===== config.mk =====
export PLATFORM = sky130hd
export DESIGN_NAME = hilo_muldiv_sequencer
export DESIGN_NICKNAME = d
export VERILOG_FILES = /design/src/rtl/hilo_pkg.sv /design/src/rtl/muldiv_iter_core.sv /design/src/rtl/hilo_muldiv_sequencer.sv
export SDC_FILE = /design/constraint.sdc
export NUM_CORES = 1
export LEC_CHECK = 0
export BUFFER_PORTS_ARGS = -buffer_cell sky130_fd_sc_hd__buf_2
export CAP_MARGIN = 20
export CORE_ASPECT_RATIO = 1.4
export CORE_MARGIN = 4
export CORE_UTILIZATION = 60
export CTS_BUF_LIST = sky130_fd_sc_hd__clkbuf_4 sky130_fd_sc_hd__clkbuf_8
export CTS_CLUSTER_DIAMETER = 60
export DETAILED_ROUTE_END_ITERATION = 10
export GPL_ROUTABILITY_DRIVEN = 0
export MAX_ROUTING_LAYER = met4
export PLACE_DENSITY = 0.81
export SYNTH_ARGS = -nofsm -noshare
export SYNTH_HDL_FRONTEND = slang
export SYNTH_SLANG_ARGS = --single-unit

===== constraint.sdc =====
create_clock -name Clk -period 5.9 [get_ports Clk]
set_input_delay 0.59 -clock Clk [delete_from_list [all_inputs] [get_ports Clk]]
set_output_delay 0.59 -clock Clk [all_outputs]
set_load 0.005 [all_outputs]

===== src/rtl/hilo_pkg.sv =====
// Shared HI/LO definitions: op encodings, sequencer states and default width.
// Also used by the decoder and the write-back mux select logic.
package hilo_pkg;

  localparam int unsigned HILO_WIDTH = 32;

  typedef enum logic [2:0] {
    OP_MULT  = 3'd0,
    OP_MULTU = 3'd1,
    OP_DIV   = 3'd2,
    OP_DIVU  = 3'd3,
    OP_MTHI  = 3'd4,
    OP_MTLO  = 3'd5,
    OP_NOP6  = 3'd6,
    OP_NOP7  = 3'd7
  } op_e;

  typedef enum logic [1:0] {
    ST_IDLE = 2'd0,
    ST_RUN  = 2'd1,
    ST_FIX  = 2'd2
  } state_e;

  function automatic logic op_is_iter(input op_e op);
    return (op == OP_MULT) || (op == OP_MULTU) || (op == OP_DIV) || (op == OP_DIVU);
  endfunction

  function automatic logic op_is_signed(input op_e op);
    return (op == OP_MULT) || (op == OP_DIV);
  endfunction

  function automatic logic op_is_div(input op_e op);
    return (op == OP_DIV) || (op == OP_DIVU);
  endfunction

endpackage


===== src/rtl/muldiv_iter_core.sv =====
// Unsigned iterative datapath: shift-add multiply or restoring divide, one bit per step.
// After WIDTH steps hi_part holds product-high / remainder, lo_part holds product-low / quotient.
module muldiv_iter_core
  import hilo_pkg::*;
#(
  parameter int unsigned WIDTH = HILO_WIDTH
) (
  input  logic             clk,
  input  logic             rst,
  input  logic             load,
  input  logic             load_div,
  input  logic [WIDTH-1:0] load_a,
  input  logic [WIDTH-1:0] load_b,
  input  logic             step,
  output logic [WIDTH-1:0] hi_part,
  output logic [WIDTH-1:0] lo_part
);

  logic             is_div;
  logic [WIDTH-1:0] acc;
  logic [WIDTH-1:0] shreg;
  logic [WIDTH-1:0] opnd;

  logic [WIDTH:0]   sum;
  logic [WIDTH:0]   shifted;
  logic             fits;
  logic [WIDTH-1:0] acc_next;
  logic [WIDTH-1:0] shreg_next;

  always_comb begin
    sum        = '0;
    shifted    = {acc, shreg[WIDTH-1]};
    fits       = 1'b0;
    acc_next   = acc;
    shreg_next = shreg;
    if (is_div) begin
      // shifted is the WIDTH+1 bit partial remainder; a fit means quotient bit 1
      fits       = shifted >= {1'b0, opnd};
      acc_next   = fits ? (shifted[WIDTH-1:0] - opnd) : shifted[WIDTH-1:0];
      shreg_next = {shreg[WIDTH-2:0], fits};
    end else begin
      sum        = {1'b0, acc} + (shreg[0] ? {1'b0, opnd} : '0);
      acc_next   = sum[WIDTH:1];
      shreg_next = {sum[0], shreg[WIDTH-1:1]};
    end
  end

  always_ff @(posedge clk) begin
    if (rst) begin
      is_div <= 1'b0;
      acc    <= '0;
      shreg  <= '0;
      opnd   <= '0;
    end else if (load) begin
      is_div <= load_div;
      acc    <= '0;
      shreg  <= load_div ? load_a : load_b;
      opnd   <= load_div ? load_b : load_a;
    end else if (step) begin
      acc    <= acc_next;
      shreg  <= shreg_next;
    end
  end

  assign hi_part = acc;
  assign lo_part = shreg;

endmodule


===== src/rtl/hilo_muldiv_sequencer.sv =====
// HI/LO register owner: sequences iterative mult/div and MTHI/MTLO writes, raises Stall.
// state | meaning
// IDLE  | accepts Start; MTHI/MTLO write directly, mult/div load the core
// RUN   | one core step per cycle, WIDTH cycles
// FIX   | sign fixup, HI/LO written at end of cycle unless aborted
module hilo_muldiv_sequencer
  import hilo_pkg::*;
#(
  parameter int unsigned WIDTH = HILO_WIDTH
) (
  input  logic             Clk,
  input  logic             Rst,
  input  logic             Start,
  input  logic [2:0]       Op,
  input  logic [WIDTH-1:0] OperandA,
  input  logic [WIDTH-1:0] OperandB,
  input  logic             HiLoRead,
  input  logic             Abort,
  output logic [WIDTH-1:0] ReadDataHi,
  output logic [WIDTH-1:0] ReadDataLo,
  output logic             Busy,
  output logic             Done,
  output logic             Stall
);

  localparam int unsigned CW = $clog2(WIDTH);

  state_e           state, state_next;
  logic [CW-1:0]    cnt;
  logic             is_div_q;
  logic             neg_res_q;
  logic             neg_rem_q;
  logic [WIDTH-1:0] hi_q, lo_q;
  logic             done_q;

  op_e              op_in;
  logic             sign_a, sign_b;
  logic [WIDTH-1:0] mag_a, mag_b;

  logic             load, step, wr_fix, wr_hi, wr_lo;

  logic [WIDTH-1:0]   core_hi, core_lo;
  logic [2*WIDTH-1:0] prod_full, prod_fixed;
  logic [WIDTH-1:0]   fix_hi, fix_lo;

  assign op_in  = op_e'(Op);
  assign sign_a = op_is_signed(op_in) & OperandA[WIDTH-1];
  assign sign_b = op_is_signed(op_in) & OperandB[WIDTH-1];
  assign mag_a  = sign_a ? -OperandA : OperandA;
  assign mag_b  = sign_b ? -OperandB : OperandB;

  muldiv_iter_core #(.WIDTH(WIDTH)) u_core (
    .clk      (Clk),
    .rst      (Rst),
    .load     (load),
    .load_div (op_is_div(op_in)),
    .load_a   (mag_a),
    .load_b   (mag_b),
    .step     (step),
    .hi_part  (core_hi),
    .lo_part  (core_lo)
  );

  // Quotient follows sA^sB, remainder follows the dividend.
  assign prod_full  = {core_hi, core_lo};
  assign prod_fixed = neg_res_q ? -prod_full : prod_full;
  assign fix_hi = is_div_q ? (neg_rem_q ? -core_hi : core_hi) : prod_fixed[2*WIDTH-1:WIDTH];
  assign fix_lo = is_div_q ? (neg_res_q ? -core_lo : core_lo) : prod_fixed[WIDTH-1:0];

  always_comb begin
    state_next = state;
    load       = 1'b0;
    step       = 1'b0;
    wr_fix     = 1'b0;
    wr_hi      = 1'b0;
    wr_lo      = 1'b0;
    unique case (state)
      ST_IDLE: begin
        if (Start && !Abort) begin
          if (op_is_iter(op_in)) begin
            load       = 1'b1;
            state_next = ST_RUN;
          end else begin
            wr_hi = (op_in == OP_MTHI);
            wr_lo = (op_in == OP_MTLO);
          end
        end
      end
      ST_RUN: begin
        step = 1'b1;
        if (Abort)          state_next = ST_IDLE;
        else if (cnt == '0) state_next = ST_FIX;
      end
      ST_FIX: begin
        wr_fix     = !Abort;
        state_next = ST_IDLE;
      end
      default: state_next = ST_IDLE;
    endcase
  end

  always_ff @(posedge Clk) begin
    if (Rst) begin
      state     <= ST_IDLE;
      cnt       <= '0;
      is_div_q  <= 1'b0;
      neg_res_q <= 1'b0;
      neg_rem_q <= 1'b0;
      hi_q      <= '0;
      lo_q      <= '0;
      done_q    <= 1'b0;
    end else begin
      state  <= state_next;
      done_q <= wr_fix;
      if (load) begin
        cnt       <= CW'(WIDTH - 1);
        is_div_q  <= op_is_div(op_in);
        neg_res_q <= sign_a ^ sign_b;
        neg_rem_q <= sign_a;
      end else if (step && cnt != '0) begin
        cnt <= cnt - CW'(1);
      end
      if (wr_fix) begin
        hi_q <= fix_hi;
        lo_q <= fix_lo;
      end else begin
        if (wr_hi) hi_q <= OperandA;
        if (wr_lo) lo_q <= OperandA;
      end
    end
  end

  assign ReadDataHi = hi_q;
  assign ReadDataLo = lo_q;
  assign Busy       = (state != ST_IDLE);
  assign Done       = done_q;
  assign Stall      = Busy & (HiLoRead | Start);

endmodule


-- After elaboration in Yosys (flattened, before gate mapping)
Index checks and enable logic that the tools add are counted.
- muxes and demuxes: 37
- reduce and logical (&&, ||, !) cells: 19
- multipliers: 0
- magnitude comparators: 1
- equality and inequality tests: 10
- shifts and indexed selects: 0
- add/subtract/negate cells: 8
- div/mod/pow operators: 0
- bitwise operators: 5
- operators by type and width (cell ; count):
    $mux W32 ; 18
    $neg A32 Y32 ; 4
    $mux W64 ; 1
    $neg A64 Y64 ; 1
    $add A32 B33 Y33 ; 1
    $ge A33 B32 Y1 ; 1
    $sub A32 B32 Y32 ; 1
    $mux W1 ; 11
    $mux W5 ; 2
    $reduce_bool A2 Y1 ; 5
    $mux W2 ; 4
    $eq A3 B2 Y1 const B ; 2
    $eq A3 B3 Y1 const B ; 2
    $logic_not A5 Y1 ; 1
    $logic_or A1 B1 Y1 ; 5
    $reduce_bool A5 Y1 ; 1
    $sub A5 B1 Y5 const B ; 1
    $ne A2 B2 Y1 const B ; 2
    $pmux W2 S2 ; 1
    $and A1 B1 Y1 ; 3
    $eq A3 B1 Y1 const B ; 1
    $logic_not A3 Y1 ; 1
    $ne A3 B3 Y1 const B ; 1
    $reduce_and A3 Y1 ; 1
    8 further kinds ; 9
- memory bits (writable): 0
- flip-flop bits (word level): 171
- bits of input ports: 72
- word-level logic and storage cells: 91
- bits in read-only memories: 0
- output and inout bits: 67
- memories: 0
- latch bits: 0

-- Longest topological paths before layout
- word-level depth: 9
- depth in mapped cells: 15
- depth with buffers taken out: 13

-- Hierarchy
A second synthesis with hierarchy kept.
- cell total of the unflattened synthesis: 2025
- area total of the unflattened synthesis: 15623.7 µm²
- by module, submodules not included (module ; instances ; cells an instance ; area each (µm²) ; seq. area each (µm²)):
    muldiv_iter_core ; 1 ; 1107 ; 9001.1 ; 1941.9
    hilo_muldiv_sequencer ; 1 ; 918 ; 6622.6 ; 1501.4

-- Least setup slack after synthesis
No wires, ideal clock.
- kind: flip-flop to flip-flop
- start: register u_core.shreg[0] (netlist: u_core.lo_part[0])
- end: register u_core.acc[30] (netlist: u_core.hi_part[30])
- cell stages (with the launch flop): 16
- data arrival time: 3212 ps
- path buffers: 2
- period minus slack after synthesis: 3299 ps
- data required time: 5813 ps
- library setup time: 87 ps
- slack: 2601 ps
- cells stage by stage: dfxtp_1 inv_1 clkbuf_1 nor2_1 ha_1 clkbuf_1 a21o_1 a21oi_1 o21ai_0 or4b_2 nand2_1 o31ai_1 a41oi_1 xnor2_1 nor2_1 o31ai_1
- longest elaborated chain between the ends: 3
- ends and longest elaborated chain (what ; RTL line ; text):
    start: declaration ; muldiv_iter_core.sv:21 ; logic [WIDTH-1:0] shreg;
    start signal: assignment ; muldiv_iter_core.sv:57 ; shreg <= load_div ? load_a : load_b;
    start signal: assignment ; muldiv_iter_core.sv:61 ; shreg <= shreg_next;
    $mux W32 ; muldiv_iter_core.sv:42 ; sum = {1'b0, acc} + (shreg[0] ? {1'b0, opnd} : '0);
    $add A32 B33 Y33 ; muldiv_iter_core.sv:42 ;
    $mux W32 ; muldiv_iter_core.sv:36 ; if (is_div) begin
    end signal: assignment ; muldiv_iter_core.sv:60 ; acc <= acc_next;
    end: declaration ; muldiv_iter_core.sv:20 ; logic [WIDTH-1:0] acc;
No other way between the ends.
A chain may end at the register's enable or synchronous reset.

-- Worst setup path in the final report
Same ends and word-level chain as after synthesis.

==> flow_metrics.tcl <==
set metrics [dict create \
    result_of_the_run "finished, final reports clean" \
    synth_fp_nets 2115 \
    number_of_remaining_drc_errors 0 \
    cts.root.buffer_cell "sky130_fd_sc_hd__clkbuf_8" \
    grt_setup_unrepaired "no" \
    finClkSkew_ns 0.0245 \
    worst_hold_path_type "input pin to register" \
    timing_worst_slew_pin_value_ns 1.08 \
    grt_max_degree 106 \
    synth_warnings 0 \
    final-setup-viol-count 0 \
    final_cell_area_mm2 0.0157 \
    floorplan.initialDensity 0.608 \
    finish.net_count 2148 \
    n_fill_cell 2078 \
    register_area_mm2 0.00343 \
    synth.ff_latch_count 171 \
    synth_adder_area_share 0.0630 \
    endpoint_kind "register" \
    worst_case_vdd_ir_drop_uv 159 \
    die_height_um 192 \
    tritoncts_num_sinks 171 \
    gr-usage-all-layers 0.388 \
    async_reset_ff_frac 0 \
    drv_slew 0 \
    finalHoldViolCount 0 \
    io-pin-count 139 \
    synth-edff-count 0 \
    synthMuxAreaShare 0.0689 \
    max-clock-path-buffers 2 \
    synth_top_cells_by_area "sky130_fd_sc_hd__dfxtp_1 (24%), sky130_fd_sc_hd__mux2i_1 (6.8%), sky130_fd_sc_hd__xnor2_1 (6.1%), sky130_fd_sc_hd__ha_1 (6.0%), sky130_fd_sc_hd__a21oi_1 (5.9%)" \
    cts_tree "built" \
    cts.repair.resized 0 \
    syn_area_mm2 0.0145 \
    yosys.area_share.xor_xnor 0.103 \
    synth.avg_cell_area_um2 7.38 \
    drt-pass1-iter-count 6 \
    synth_top_family_by_area "compound AO/OA/AOI/OAI gates" \
    cts_max_level 4 \
    insertedDiodeCount 0 \
    final_layout_size_suffix_gt1_frac 0.110 \
    via_count 15600 \
    synth_flop_cell "sky130_fd_sc_hd__dfxtp_1" \
    detail_route.vias_per_cell 6.71 \
    cp.required_ns 6.31 \
    coreArea_mm2 0.0239 \
    hpwlAfterDp_um 39400 \
    initial_antenna_violation_count 0 \
    area_share_of_the_largest_cell_type_after_synthesis 0.235 \
    cp_max_fo 19 \
    insertion_delay_to_the_later_sink_of_the_worst_skew_pair_ns 0.50 \
    leakagePower_nw 6.62 \
    die_area_mm2 0.0268 \
    chipWidth_um 140 \
    antenna_violating_nets_post_route 0 \
    timing.slew.headroom 0.281 \
    synth_largest_area_cell "sky130_fd_sc_hd__dfxtp_1" \
    total_placed_instance_area_mm2 0.0153 \
    worstSetupPathType "register to register" \
    globalRoute.totalOverflow 0 \
    power.density_cell_area_mw_per_mm2 201 \
    first_pass_grt_wire_length_um 80200 \
    fin_setup_tns_ns 0 \
    cp_data_arrival_time_ns 4.53 \
    number_of_global_route_vias_before_repair 14500 \
    placement_rows 67 \
    multi_input_comb_area_mm2 0.0104 \
    syn_inst 1971 \
    clkTransAtPathRegs_ns 0.10 \
    drt_iter0_markers 1690 \
    compound_cell_area_share_of_the_yosys_netlist 0.280 \
    yosysSeqAreaShare 0.235 \
    routed_wirelength_um 52400 \
    achievable-frequency_mhz 243 \
    min_period_over_period 0.699 \
    crit_path_start_kind "register" \
    yosys.area_share.simple 0.196 \
    max_cap_viol 0 \
    cts_buffers 17 \
    fin_crit_ns 4.12 \
    setup_fix_bufs_post_cts 0 \
    cts.hold.buffers_added 0 \
    flow.area_growth_from_synthesis_pct 7.89 \
    port_buffers 138 \
    synth.lib_cells_used.distinct 73 \
    drt-wirelength-per-cell_um 22.5 \
]
[where the power goes]
part | leakage [nW] | internal [mW] | switching [mW]
sequential | 1.39 | 1.19 | 0.0639
clock | 0.217 | 0.439 | 0.494
combinational | 5.02 | 0.342 | 0.626
[routing by layer]
| metal | part of all wire | global-route usage | up-vias |
|---|---|---|---|
| met5 | 0 | - | - |
| met4 | 0.094 | 0.299 | 0 |
| met3 | 0.082 | 0.0595 | 291 |
| met2 | 0.48 | 0.643 | 916 |
| met1 | 0.35 | 0.417 | 7199 |
| li1 | - | - | 7203 |
[sequential cells by signal, summed over array words and instances, names as in the netlist]
| name | flops |
|---|---|
| ReadDataHi | 32 |
| ReadDataLo | 32 |
| u_core.hi_part | 32 |
| u_core.lo_part | 32 |
| u_core.opnd | 32 |
| cnt | 5 |
| state | 2 |
| Done | 1 |
| neg_rem_q | 1 |
| neg_res_q | 1 |
| u_core.is_div | 1 |
[logic make-up after synthesis]
logic type	count (synthesis)
buffers and inverters	201
flip-flops	171
adder cells (fa/ha/maj)	72
multiplexers	100
AO/OA/AOI/OAI	630
AND/OR/NAND/NOR	626
XOR/XNOR	171
[final cells by class]
type / instances / area share
clock buffers: 18 / 0.0158
clock inverters: 14 / 0.0115
inverters: 61 / 0.0146
multi-input cells: 1599 / 0.662
flip-flops and latches: 171 / 0.218
well taps: 310 / 0.0247
repair buffers: 154 / 0.0526
[synthesized netlist by cell type (15+ instances only)]
library cell,count
sky130_fd_sc_hd__a211oi_1,100
sky130_fd_sc_hd__a21o_1,32
sky130_fd_sc_hd__a21oi_1,172
sky130_fd_sc_hd__a31oi_1,15
sky130_fd_sc_hd__buf_1,18
sky130_fd_sc_hd__clkbuf_1,111
sky130_fd_sc_hd__dfxtp_1,171
sky130_fd_sc_hd__ha_1,70
sky130_fd_sc_hd__inv_1,61
sky130_fd_sc_hd__mux2i_1,99
sky130_fd_sc_hd__nand2_1,200
sky130_fd_sc_hd__nand2b_1,17
sky130_fd_sc_hd__nand3_1,25
sky130_fd_sc_hd__nor2_1,218
sky130_fd_sc_hd__nor3_1,52
sky130_fd_sc_hd__o211ai_1,66
sky130_fd_sc_hd__o21ai_0,118
sky130_fd_sc_hd__o31ai_1,28
sky130_fd_sc_hd__o41ai_1,17
sky130_fd_sc_hd__or3_1,15
sky130_fd_sc_hd__xnor2_1,101
sky130_fd_sc_hd__xor2_1,70
[layout by cell type, fill, tap and decap left out, types with 16 or more instances in the layout]
master | synthesis | final
sky130_fd_sc_hd__nand2b_1 | 17 | 16
sky130_fd_sc_hd__ha_1 | 70 | 70
sky130_fd_sc_hd__xor2_1 | 70 | 70
sky130_fd_sc_hd__nand3_1 | 25 | 25
sky130_fd_sc_hd__mux2i_1 | 99 | 99
sky130_fd_sc_hd__dfxtp_1 | 171 | 170
sky130_fd_sc_hd__a21o_1 | 32 | 32
sky130_fd_sc_hd__o21ai_0 | 118 | 118
sky130_fd_sc_hd__o31ai_1 | 28 | 28
sky130_fd_sc_hd__nand2_1 | 200 | 200
sky130_fd_sc_hd__o41ai_1 | 17 | 17
sky130_fd_sc_hd__nor2_1 | 218 | 216
sky130_fd_sc_hd__inv_1 | 61 | 61
sky130_fd_sc_hd__clkbuf_8 | 0 | 18
sky130_fd_sc_hd__nor3_1 | 52 | 52
sky130_fd_sc_hd__buf_2 | 8 | 137
sky130_fd_sc_hd__a211oi_1 | 100 | 100
sky130_fd_sc_hd__buf_4 | 0 | 16
sky130_fd_sc_hd__o211ai_1 | 66 | 66
sky130_fd_sc_hd__xnor2_1 | 101 | 101
sky130_fd_sc_hd__a21oi_1 | 172 | 172
[path summary, 6_finish.rpt]
| path | startpoint | endpoint | slack (ns) | depth (start not counted) |
|---|---|---|---|---|
| worst min-delay path | Abort | state[1]$_SDFFE_PP0P_ | 0.35 | 2 |
| worst max register to register | u_core.lo_part[0]$_SDFFE_PP0P_ | u_core.hi_part[30]$_SDFFE_PP0P_ | 1.78 | 13 |
| worst max-delay path | u_core.lo_part[0]$_SDFFE_PP0P_ | u_core.hi_part[30]$_SDFFE_PP0P_ | 1.78 | 13 |
| worst min register to register | u_core.opnd[14]$_SDFFE_PP0P_ | u_core.opnd[14]$_SDFFE_PP0P_ | 0.46 | 2 |
[critical path, cell delays in order (launching register included)]
cell and delay [ns]:
sky130_fd_sc_hd__dfxtp_1 0.38, sky130_fd_sc_hd__inv_1 0.56, sky130_fd_sc_hd__nor2_1 0.20, sky130_fd_sc_hd__ha_1 0.35
sky130_fd_sc_hd__a211oi_1 0.21, sky130_fd_sc_hd__o21ai_0 0.27, sky130_fd_sc_hd__o2111a_1 0.37, sky130_fd_sc_hd__or4b_2 0.69
sky130_fd_sc_hd__nand2_1 0.20, sky130_fd_sc_hd__o31ai_1 0.12, sky130_fd_sc_hd__a41oi_1 0.25, sky130_fd_sc_hd__xnor2_1 0.15
sky130_fd_sc_hd__nor2_1 0.06, sky130_fd_sc_hd__o31ai_1 0.24
[through the flow]
stage | util | cells | hold slack (ns) | power [mW] | setup slack [ns]
after floorplan | - | 1971 | 0.432 | 1.90 | 2.60
after global placement | 0.639 | 2295 | 0.440 | 2.19 | 1.97
after detailed placement | 0.639 | 2295 | 0.445 | 2.21 | 1.91
after CTS | 0.657 | 2327 | 0.341 | 3.12 | 1.88
after global routing | 0.657 | 2327 | 0.353 | 3.27 | 1.59
final | 0.657 | 2327 | 0.349 | 3.16 | 1.78
Note: power is estimated with default switching activity, not from simulation.
